`src/rtl/ifetch_pkg.sv`:
```
// Shared types and constants for the instruction fetch unit.
package ifetch_pkg;

  typedef struct packed {
    logic [31:0] pc;
    logic [31:0] instr;
  } fetch_entry_t;

  localparam logic [31:0] PC_STEP   = 32'd4;
  localparam logic [31:0] INSTR_NOP = 32'h0000_0013;

  function automatic logic [31:0] align_pc(input logic [31:0] pc);
    return {pc[31:2], 2'b00};
  endfunction

endpackage

```
`src/rtl/ifetch_fifo.sv`:
```
// Prefetch queue: DEPTH-entry circular buffer of fetch entries with synchronous flush.
// Head reads zero while empty; push and pop may coincide when full.
module ifetch_fifo
  import ifetch_pkg::*;
#(
  parameter int unsigned DEPTH = 2
) (
  input  logic         clk,
  input  logic         rst,
  input  logic         flush_i,
  input  logic         push_i,
  input  logic         pop_i,
  input  fetch_entry_t wdata_i,
  output fetch_entry_t head_o,
  output logic         empty_o,
  output logic         full_o
);

  localparam int unsigned PTR_W = (DEPTH > 1) ? $clog2(DEPTH) : 1;
  localparam logic [PTR_W-1:0] PTR_ONE  = {{(PTR_W-1){1'b0}}, 1'b1};
  localparam logic [PTR_W:0]   CNT_ONE  = {{PTR_W{1'b0}}, 1'b1};
  localparam logic [PTR_W:0]   CNT_FULL = DEPTH[PTR_W:0];

  fetch_entry_t     mem_q [DEPTH];
  logic [PTR_W-1:0] wr_ptr_q, wr_ptr_d;
  logic [PTR_W-1:0] rd_ptr_q, rd_ptr_d;
  logic [PTR_W:0]   count_q, count_d;

  // Pointer and occupancy next state; flush wins over any push/pop.
  always_comb begin
    wr_ptr_d = wr_ptr_q;
    rd_ptr_d = rd_ptr_q;
    count_d  = count_q;
    if (flush_i) begin
      wr_ptr_d = '0;
      rd_ptr_d = '0;
      count_d  = '0;
    end else begin
      if (push_i) begin
        wr_ptr_d = wr_ptr_q + PTR_ONE;
      end else begin
        wr_ptr_d = wr_ptr_q;
      end
      if (pop_i) begin
        rd_ptr_d = rd_ptr_q + PTR_ONE;
      end else begin
        rd_ptr_d = rd_ptr_q;
      end
      case ({push_i, pop_i})
        2'b10:   count_d = count_q + CNT_ONE;
        2'b01:   count_d = count_q - CNT_ONE;
        default: count_d = count_q;
      endcase
    end
  end

  always_ff @(posedge clk) begin
    if (rst) begin
      wr_ptr_q <= '0;
      rd_ptr_q <= '0;
      count_q  <= '0;
    end else begin
      wr_ptr_q <= wr_ptr_d;
      rd_ptr_q <= rd_ptr_d;
      count_q  <= count_d;
    end
  end

  always_ff @(posedge clk) begin
    if (rst) begin
      for (int i = 0; i < int'(DEPTH); i++) begin
        mem_q[i] <= '0;
      end
    end else if (push_i && !flush_i) begin
      mem_q[wr_ptr_q] <= wdata_i;
    end
  end

  assign empty_o = (count_q == '0);
  assign full_o  = (count_q == CNT_FULL);
  assign head_o  = empty_o ? '0 : mem_q[rd_ptr_q];

endmodule

```
`src/rtl/instruction_fetch.sv`:
```
// PC generator and prefetch queue feeding decode from a combinational ROM.
// Optional accepted-instruction counter enabled by IFETCH_PERF_COUNT_EN.
module instruction_fetch
  import ifetch_pkg::*;
#(
  parameter logic [31:0] RESET_PC = 32'h0,
  parameter int unsigned DEPTH    = 2
) (
  input  logic        clk,
  input  logic        rst,
  output logic [31:0] imem_addr,
  input  logic [31:0] imem_data,
  input  logic        redirect_valid,
  input  logic [31:0] redirect_pc,
  output logic        out_valid,
  input  logic        out_ready,
  output logic [31:0] out_instr,
  output logic [31:0] out_pc,
  output logic [31:0] fetch_count
);

  logic [31:0]  fetch_pc_q, fetch_pc_d;
  logic         fifo_empty, fifo_full;
  logic         do_push, do_pop;
  fetch_entry_t head;
  fetch_entry_t wentry;

  // A redirect flushes the queue, so neither push nor pop takes effect in that cycle.
  assign do_pop  = out_valid && out_ready && !redirect_valid;
  assign do_push = !redirect_valid && (!fifo_full || do_pop);

  assign wentry.pc    = fetch_pc_q;
  assign wentry.instr = imem_data;

  always_comb begin
    fetch_pc_d = fetch_pc_q;
    if (redirect_valid) begin
      fetch_pc_d = align_pc(redirect_pc);
    end else if (do_push) begin
      fetch_pc_d = fetch_pc_q + PC_STEP;
    end else begin
      fetch_pc_d = fetch_pc_q;
    end
  end

  always_ff @(posedge clk) begin
    if (rst) begin
      fetch_pc_q <= align_pc(RESET_PC);
    end else begin
      fetch_pc_q <= fetch_pc_d;
    end
  end

  ifetch_fifo #(.DEPTH(DEPTH)) u_fifo (
    .clk     (clk),
    .rst     (rst),
    .flush_i (redirect_valid),
    .push_i  (do_push),
    .pop_i   (do_pop),
    .wdata_i (wentry),
    .head_o  (head),
    .empty_o (fifo_empty),
    .full_o  (fifo_full)
  );

  assign imem_addr = {2'b00, fetch_pc_q[31:2]};
  assign out_valid = !fifo_empty;
  assign out_instr = head.instr;
  assign out_pc    = head.pc;

`ifdef IFETCH_PERF_COUNT_EN
  logic [31:0] count_q, count_d;

  always_comb begin
    if (do_pop) begin
      count_d = count_q + 32'd1;
    end else begin
      count_d = count_q;
    end
  end

  always_ff @(posedge clk) begin
    if (rst) begin
      count_q <= 32'd0;
    end else begin
      count_q <= count_d;
    end
  end

  assign fetch_count = count_q;
`else
  assign fetch_count = 32'h0;
`endif

endmodule

```
`config.mk`:
```
export PLATFORM = sky130hd
export DESIGN_NAME = instruction_fetch
export DESIGN_NICKNAME = d
export VERILOG_FILES = /design/src/rtl/ifetch_pkg.sv /design/src/rtl/ifetch_fifo.sv /design/src/rtl/instruction_fetch.sv
export SDC_FILE = /design/constraint.sdc
export NUM_CORES = 1
export LEC_CHECK = 0
export CORE_UTILIZATION = 51
export CTS_BUF_LIST = sky130_fd_sc_hd__clkbuf_4
export DETAILED_ROUTE_END_ITERATION = 10
export GPL_TIMING_DRIVEN = 0
export PLACE_DENSITY = 0.84
export SLEW_MARGIN = 20
export SYNTH_ARGS = -nofsm -noshare
export SYNTH_HDL_FRONTEND = slang
export SYNTH_SLANG_ARGS = --single-unit
```
`constraint.sdc`:
```
create_clock -name clk -period 3.1 [get_ports clk]
set_input_delay 0.62 -clock clk [delete_from_list [all_inputs] [get_ports clk]]
set_output_delay 0.62 -clock clk [all_outputs]
set_load 0.02 [all_outputs]
```
==> metrics.cfg, run 1 <==
[sta]
worstMarginPinSlew_ns=1.13
setup_viol=0
grt_setup_unrepaired=false
fmax_ghz=0.339
slew_headroom=0.239
final_max_slew_viol_count=0
min_period_ns=2.95
fin_skew_ns=0.0182
hold_slack_ns=0.552
finalCritPeriodShare=0.952
hold_viol_final=0

[worst_setup_path]
crit_fanout=10
reg2reg_depth=7
cp-end-kind=primary output
worst-r2r-setup-slack_ns=0.27
crit-reg2reg-launch=u_fifo.count_q[0]$_SDFFE_PP0P_
start_kind=flop
cp.arrival_ns=2.33
critPathRequiredTime_ns=2.48
reg2reg_to=u_fifo.mem_q[1][30]$_SDFFCE_PN0P_
path_class=flop to primary output

[grt]
grt_overflow=0
antenna_found_initial=1
grt_pass1_wl_microns=28400
grt_pass1_vias=5686
grt_util_all_layers=0.231
grt_max_degree=58

[final_layout]
nNetsFinal=999
area_delta_synth_final_pct=29.4
final_cell_mix=and2_1 (130), edfxtp_1 (124), clkdlybuf4s50_1 (99)
postLayoutCellArea_sq_um=10300
layoutNonFillerInstCount=1130
final_common_cell=and2_1
drive_above_1_share=0.107

[clock_tree]
post-cts-setup-buffers=0
cts_num_sinks=159
cts_tree=done
cts_root_buffer=clkbuf_4
clockBufferDepth=2
path_clk_slew_ns=0.13
clock_latency_ns=0.55
cts_buffers=17
h-tree-depth=4
cts_hold_buf=0

[drt]
wl_per_cell_microns=16.5
num_vias=6053
firstDrtPassIters=5
drtAntennaViolNets=0
route.detailed.drc=0
drt-total-wl_microns=18600
viasPerCell=5.36
drtIter0Drc=379

[floorplan]
dieHeight_microns=127
core_area_sq_um=15200
dieWidth_microns=127
pin_count=197
rows=45
dieArea_sq_um=16100
start_util=0.524

[placed_design]
place_area_sq_um=9970
dp_cells=1099
place.gp.congestion=0.872
io_buffers=158
dpl.hpwl_microns=12900

[hold_path]
min_from=u_fifo.rd_ptr_q$_SDFFE_PP0P_
min_path_cells=2
holdPathEnd=u_fifo.rd_ptr_q$_SDFFE_PP0P_
min_path_type=flop to flop

[synthesis]
async_reset_ff_frac=0
syn_area_per_cell_sq_um=11.1
synth_seq_cells=159
ys_types=54
synth.top_cell.area_share=0.468
synth-edff-count=124
synth_area_sq_um=7960
yosysWarnings=0
ys.flop_type=edfxtp_1
yosys.area.top_type=edfxtp_1
yosys-top-cells-area=edfxtp_1 (47%), and2_1 (10%), dfxtp_1 (8.8%), mux2i_1 (7.8%), nor2_1 (4.4%)
syn_inst=716
seq_area_frac_synth=0.556

[power]
p_sw_frac=0.279
power_density_nw_per_um2=428
p_switching_uw=1230
power.total_uw=4410
comb_power_share=0.171
leakagePower_uw=0.00441
p_int_uw=3180
power.share.sequential=0.573
vdd_drop_max_v=0.000178
pwr-share-clk=0.256

[job]
maxCapViolations=0

[outcome]
outcome=complete, no violations

worst max path at each step:
stage | start | to | slack, ns | cells past startpoint
global route | u_fifo.count_q[0]$_SDFFE_PP0P_ | out_valid | 0.002 | 6
detailed placement | redirect_valid | u_fifo.mem_q[0][27]$_SDFFCE_PN0P_ | -0.43 | 7
floorplan | u_fifo.count_q[0]$_SDFFE_PP0P_ | u_fifo.mem_q[0][0]$_SDFFCE_PN0P_ | 0.25 | 6
finish | u_fifo.count_q[0]$_SDFFE_PP0P_ | out_valid | 0.15 | 6
CTS | u_fifo.count_q[0]$_SDFFE_PP0P_ | out_instr[25] | 0.0006 | 6
global placement | redirect_valid | u_fifo.mem_q[0][18]$_SDFFCE_PN0P_ | -1.11 | 5
cell families (layout without fill, tap and decap cells):
family                   after synthesis  in the layout  synth area share
AO/OA/AOI/OAI                         69             69            0.0656
multiplexers                          62             62            0.0780
other                                  1             37          0.000471
AND/OR/NAND/NOR                      315            315             0.217
flip-flops                           159            159             0.556
adder cells (fa/ha/maj)                3              3           0.00472
buffers and inverters                 95            285            0.0654
XOR/XNOR                              12             12            0.0132
routing by layer:
layer,vias up,global-route usage,part of all wire
met3,22,0.0502,0.075
met5,-,0,0
met1,2826,0.286,0.41
met2,299,0.397,0.51
met4,0,0.0840,0.013
li1,2906,-,-
final cells by class:
cell class / instances / area, sq um
Inverter: 11 / 41.3
Antenna cell: 1 / 2.50
Clock buffer: 18 / 135
Multi-Input combinational cell: 497 / 3160
Sequential cell: 159 / 4430
Buffer: 82 / 493
Fill cell: 1151 / 4900
Tap cell: 188 / 235
Timing Repair Buffer: 160 / 1690
Clock inverter: 14 / 116
synthesized netlist by cell type, types with 2 or more instances:
cell	n
a2111oi_0	5
nor2_1	94
nand2_1	24
and2_1	130
nand3b_1	3
a311oi_1	9
nand2b_1	2
and3_1	4
or4_1	5
or2_2	4
o221ai_1	5
nand3_1	6
o211ai_1	2
nand4b_1	3
and2_2	2
a2111oi_1	2
edfxtp_1	124
o31ai_1	4
buf_2	4
nor2b_1	6
buf_4	36
nor3_1	3
or3_2	2
or3_1	2
a21oi_1	9
mux2i_1	62
and4_1	4
a211oi_1	13
o21ai_0	3
inv_1	11
buf_6	2
clkbuf_1	40
a31oi_1	8
dfxtp_1	35
nor4_1	7
xnor2_1	12
nand4_1	10
ha_1	3
flip-flops by register name, summed over array words and instances, names as in the netlist, named ones only:
name             count
fetch_pc_q          30
u_fifo.count_q       2
u_fifo.mem_q       124
u_fifo.rd_ptr_q      1
u_fifo.wr_ptr_q      1
worst max-delay path, stage by stage, from the launching register on:
cell,delay [ns]
dfxtp_1,0.38
inv_1,0.07
ha_1,0.22
clkbuf_4,0.23
buf_2,0.22
inv_1,0.07
clkdlybuf4s50_1,0.60
power groups by stage:
| stage | Clock, uW | Combinational [uW] | Sequential [uW] |
|---|---|---|---|
| finish | 1130 | 752 | 2530 |
| global route | 1230 | 808 | 2550 |
| CTS | 1140 | 759 | 2530 |
| detailed placement | 0 | 766 | 2570 |
| global placement | 0 | 743 | 2570 |
| floorplan | 0 | 406 | 2580 |
per-stage QoR:
stage	setup WS, ns	utilization	setup TNS [ns]
after global placement	-1.11	0.652	-151.05
after CTS	0.000587	0.672	0
after floorplan	0.246	-	0
after detailed placement	-0.434	0.656	-38.20
final	0.150	0.678	0
after global routing	0.00242	0.678	0
repair_timing:
item                                    in CTS  in global routing
endpoints found under the setup margin      62                 81
gates cloned                                 0                  0
resized for setup                           41                 35
endpoints found under the hold margin        0                  0
Power figures use the tool's default switching activity.
==> run 2: changes to the inputs <==
- CTS_BUF_LIST: sky130_fd_sc_hd__clkbuf_4 -> sky130_fd_sc_hd__clkbuf_4 sky130_fd_sc_hd__clkbuf_8
==> metrics.cfg, run 2 (synthesis gave the netlist of run 1 again) <==
[grt]
grtUsageMet2=0.400
grt_max_degree=58
grt_overflow=0
grt_pass1_vias=5706
use_met1=0.286
grt_pass1_wl_microns=28500
grt.busiest_layer=met2
grt_util_all_layers=0.231
met3_usage=0.0434
antenna_found_initial=0

[clock_tree]
clockBufferDepth=2
cts_num_sinks=159
post-cts-setup-buffers=0
cts_hold_buf=0
h-tree-depth=4
clock_latency_ns=0.45
cts_buffers=17
cts_root_buffer=clkbuf_8
cts_tree=done
path_clk_slew_ns=0.08

[sta]
fin_skew_ns=0.0122
fmax_ghz=0.336
hold_viol_final=0
grt_setup_unrepaired=false
finalSetupTns_ns=0
setup_viol=0
min_period_ns=2.97
slew_headroom=0.186
worstMarginPinSlew_ns=1.21
final_max_slew_viol_count=0
finalCritPeriodShare=0.959

[worst_setup_path]
crit-reg2reg-launch=u_fifo.count_q[0]$_SDFFE_PP0P_
worst-r2r-setup-slack_ns=0.28
reg2reg_to=u_fifo.mem_q[1][24]$_SDFFCE_PN0P_
cp-end-kind=primary output
crit_fanout=10
path_class=flop to primary output
reg2reg_depth=7
critPathRequiredTime_ns=2.48
start_kind=flop
cp.arrival_ns=2.35

[power]
leakagePower_uw=0.00388
vdd_drop_max_v=0.000252
power_density_nw_per_um2=455

[placed_design]
dpl.hpwl_microns=12900
place.gp.congestion=0.872
io_buffers=158

[final_layout]
final_util=0.682
register_area_sq_um=4430
nNetsFinal=999
top_register=u_fifo.mem_q
top_regs=u_fifo.mem_q: 124 flops, fetch_pc_q: 30 flops, u_fifo.count_q: 2 flops
n_antenna_cell=0
final_cell_mix=clkdlybuf4s50_1 (149), and2_1 (130), edfxtp_1 (124)
largest_reg_flops=124
fill_cells=1174
area_delta_synth_final_pct=30.3
final_common_cell=clkdlybuf4s50_1
drive_above_1_share=0.108
multi_input_area_sq_um=3160

[job]
maxCapViolations=0

[floorplan]
start_util=0.524
pin_count=197
dieWidth_microns=127
dieHeight_microns=127
core_area_sq_um=15200
dieArea_sq_um=16100
rows=45

[drt]
drtIter0Drc=421
num_vias=6034
drt-total-wl_microns=18300
wl_per_cell_microns=16.2
viasPerCell=5.34
drtAntennaViolNets=0
route.detailed.drc=0
firstDrtPassIters=5

[hold_path]
min_path_cells=2
min_from=u_fifo.rd_ptr_q$_SDFFE_PP0P_
min_path_type=flop to flop
holdPathEnd=u_fifo.rd_ptr_q$_SDFFE_PP0P_

[outcome]
outcome=complete, no violations

==> run 2: cell types whose count changed in the layout (fill, tap and decap cells not counted), sizes merged <==
cell	before	now
clkinv	8	7
dlygate4sd2	25	2
buf	46	47
diode	1	0
clkdlybuf4s50	99	149
dlymetal6s2s	35	8
==> run 2: worst max-delay path by stage <==
stage / startpoint / to
global route: u_fifo.count_q[0]$_SDFFE_PP0P_ / out_pc[11]
CTS: u_fifo.count_q[0]$_SDFFE_PP0P_ / out_pc[14]
global placement: redirect_valid / u_fifo.mem_q[0][18]$_SDFFCE_PN0P_
finish: u_fifo.count_q[0]$_SDFFE_PP0P_ / out_instr[19]
detailed placement: redirect_valid / u_fifo.mem_q[0][27]$_SDFFCE_PN0P_
floorplan: u_fifo.count_q[0]$_SDFFE_PP0P_ / u_fifo.mem_q[0][0]$_SDFFCE_PN0P_
==> run 2: critical path, cell delays in order (launching register included) <==
cell and delay [ns]:
dfxtp_1 0.36, inv_1 0.07, ha_1 0.22, buf_2 0.23, clkbuf_4 0.24, nor2_1 0.14
clkdlybuf4s50_1 0.63
==> run 2: metrics by stage <==
step                power, uW  hold slack (ns)  instance area [sq um]  instances  worst slack [ns]
finish                   4720            0.542                  10400       1129             0.127
global route             4890            0.550                  10400       1129          0.000831
CTS                      4730            0.535                  10400       1130           0.00509
detailed placement       3340            0.515                   9970       1099            -0.434
global placement         3310            0.494                   9910       1097             -1.11
floorplan                2990            0.481                   8090        751             0.246
==> run 2: timing repair <==
| action | 4_1_cts | 5_1_grt |
|---|---|---|
| pin swaps | 0 | 0 |
| endpoints found under the setup margin | 61 | 104 |
| gates resized for setup | 15 | 12 |
==> run 2: routing by layer <==
metal | vias up | routed length (microns)
met4 | 0 | 240
met3 | 21 | 1110
met5 | - | 0
met2 | 277 | 9270
met1 | 2837 | 7730
li1 | 2899 | -
==> run 2: area by class of cell <==
type | instances | share of cell area
inverter | 11 | 0.00398
multi-input combinational | 497 | 0.305
buffer | 82 | 0.0473
sequential | 159 | 0.427
clock inverter | 13 | 0.0109
timing repair buffer | 160 | 0.159
clock buffer | 19 | 0.0246
tap | 188 | 0.0227
==> run 2: report_power, final <==
part	switching, uW	internal (uW)
logic	412	353
clock network	766	662
registers	88.8	2440
total	1270	3460
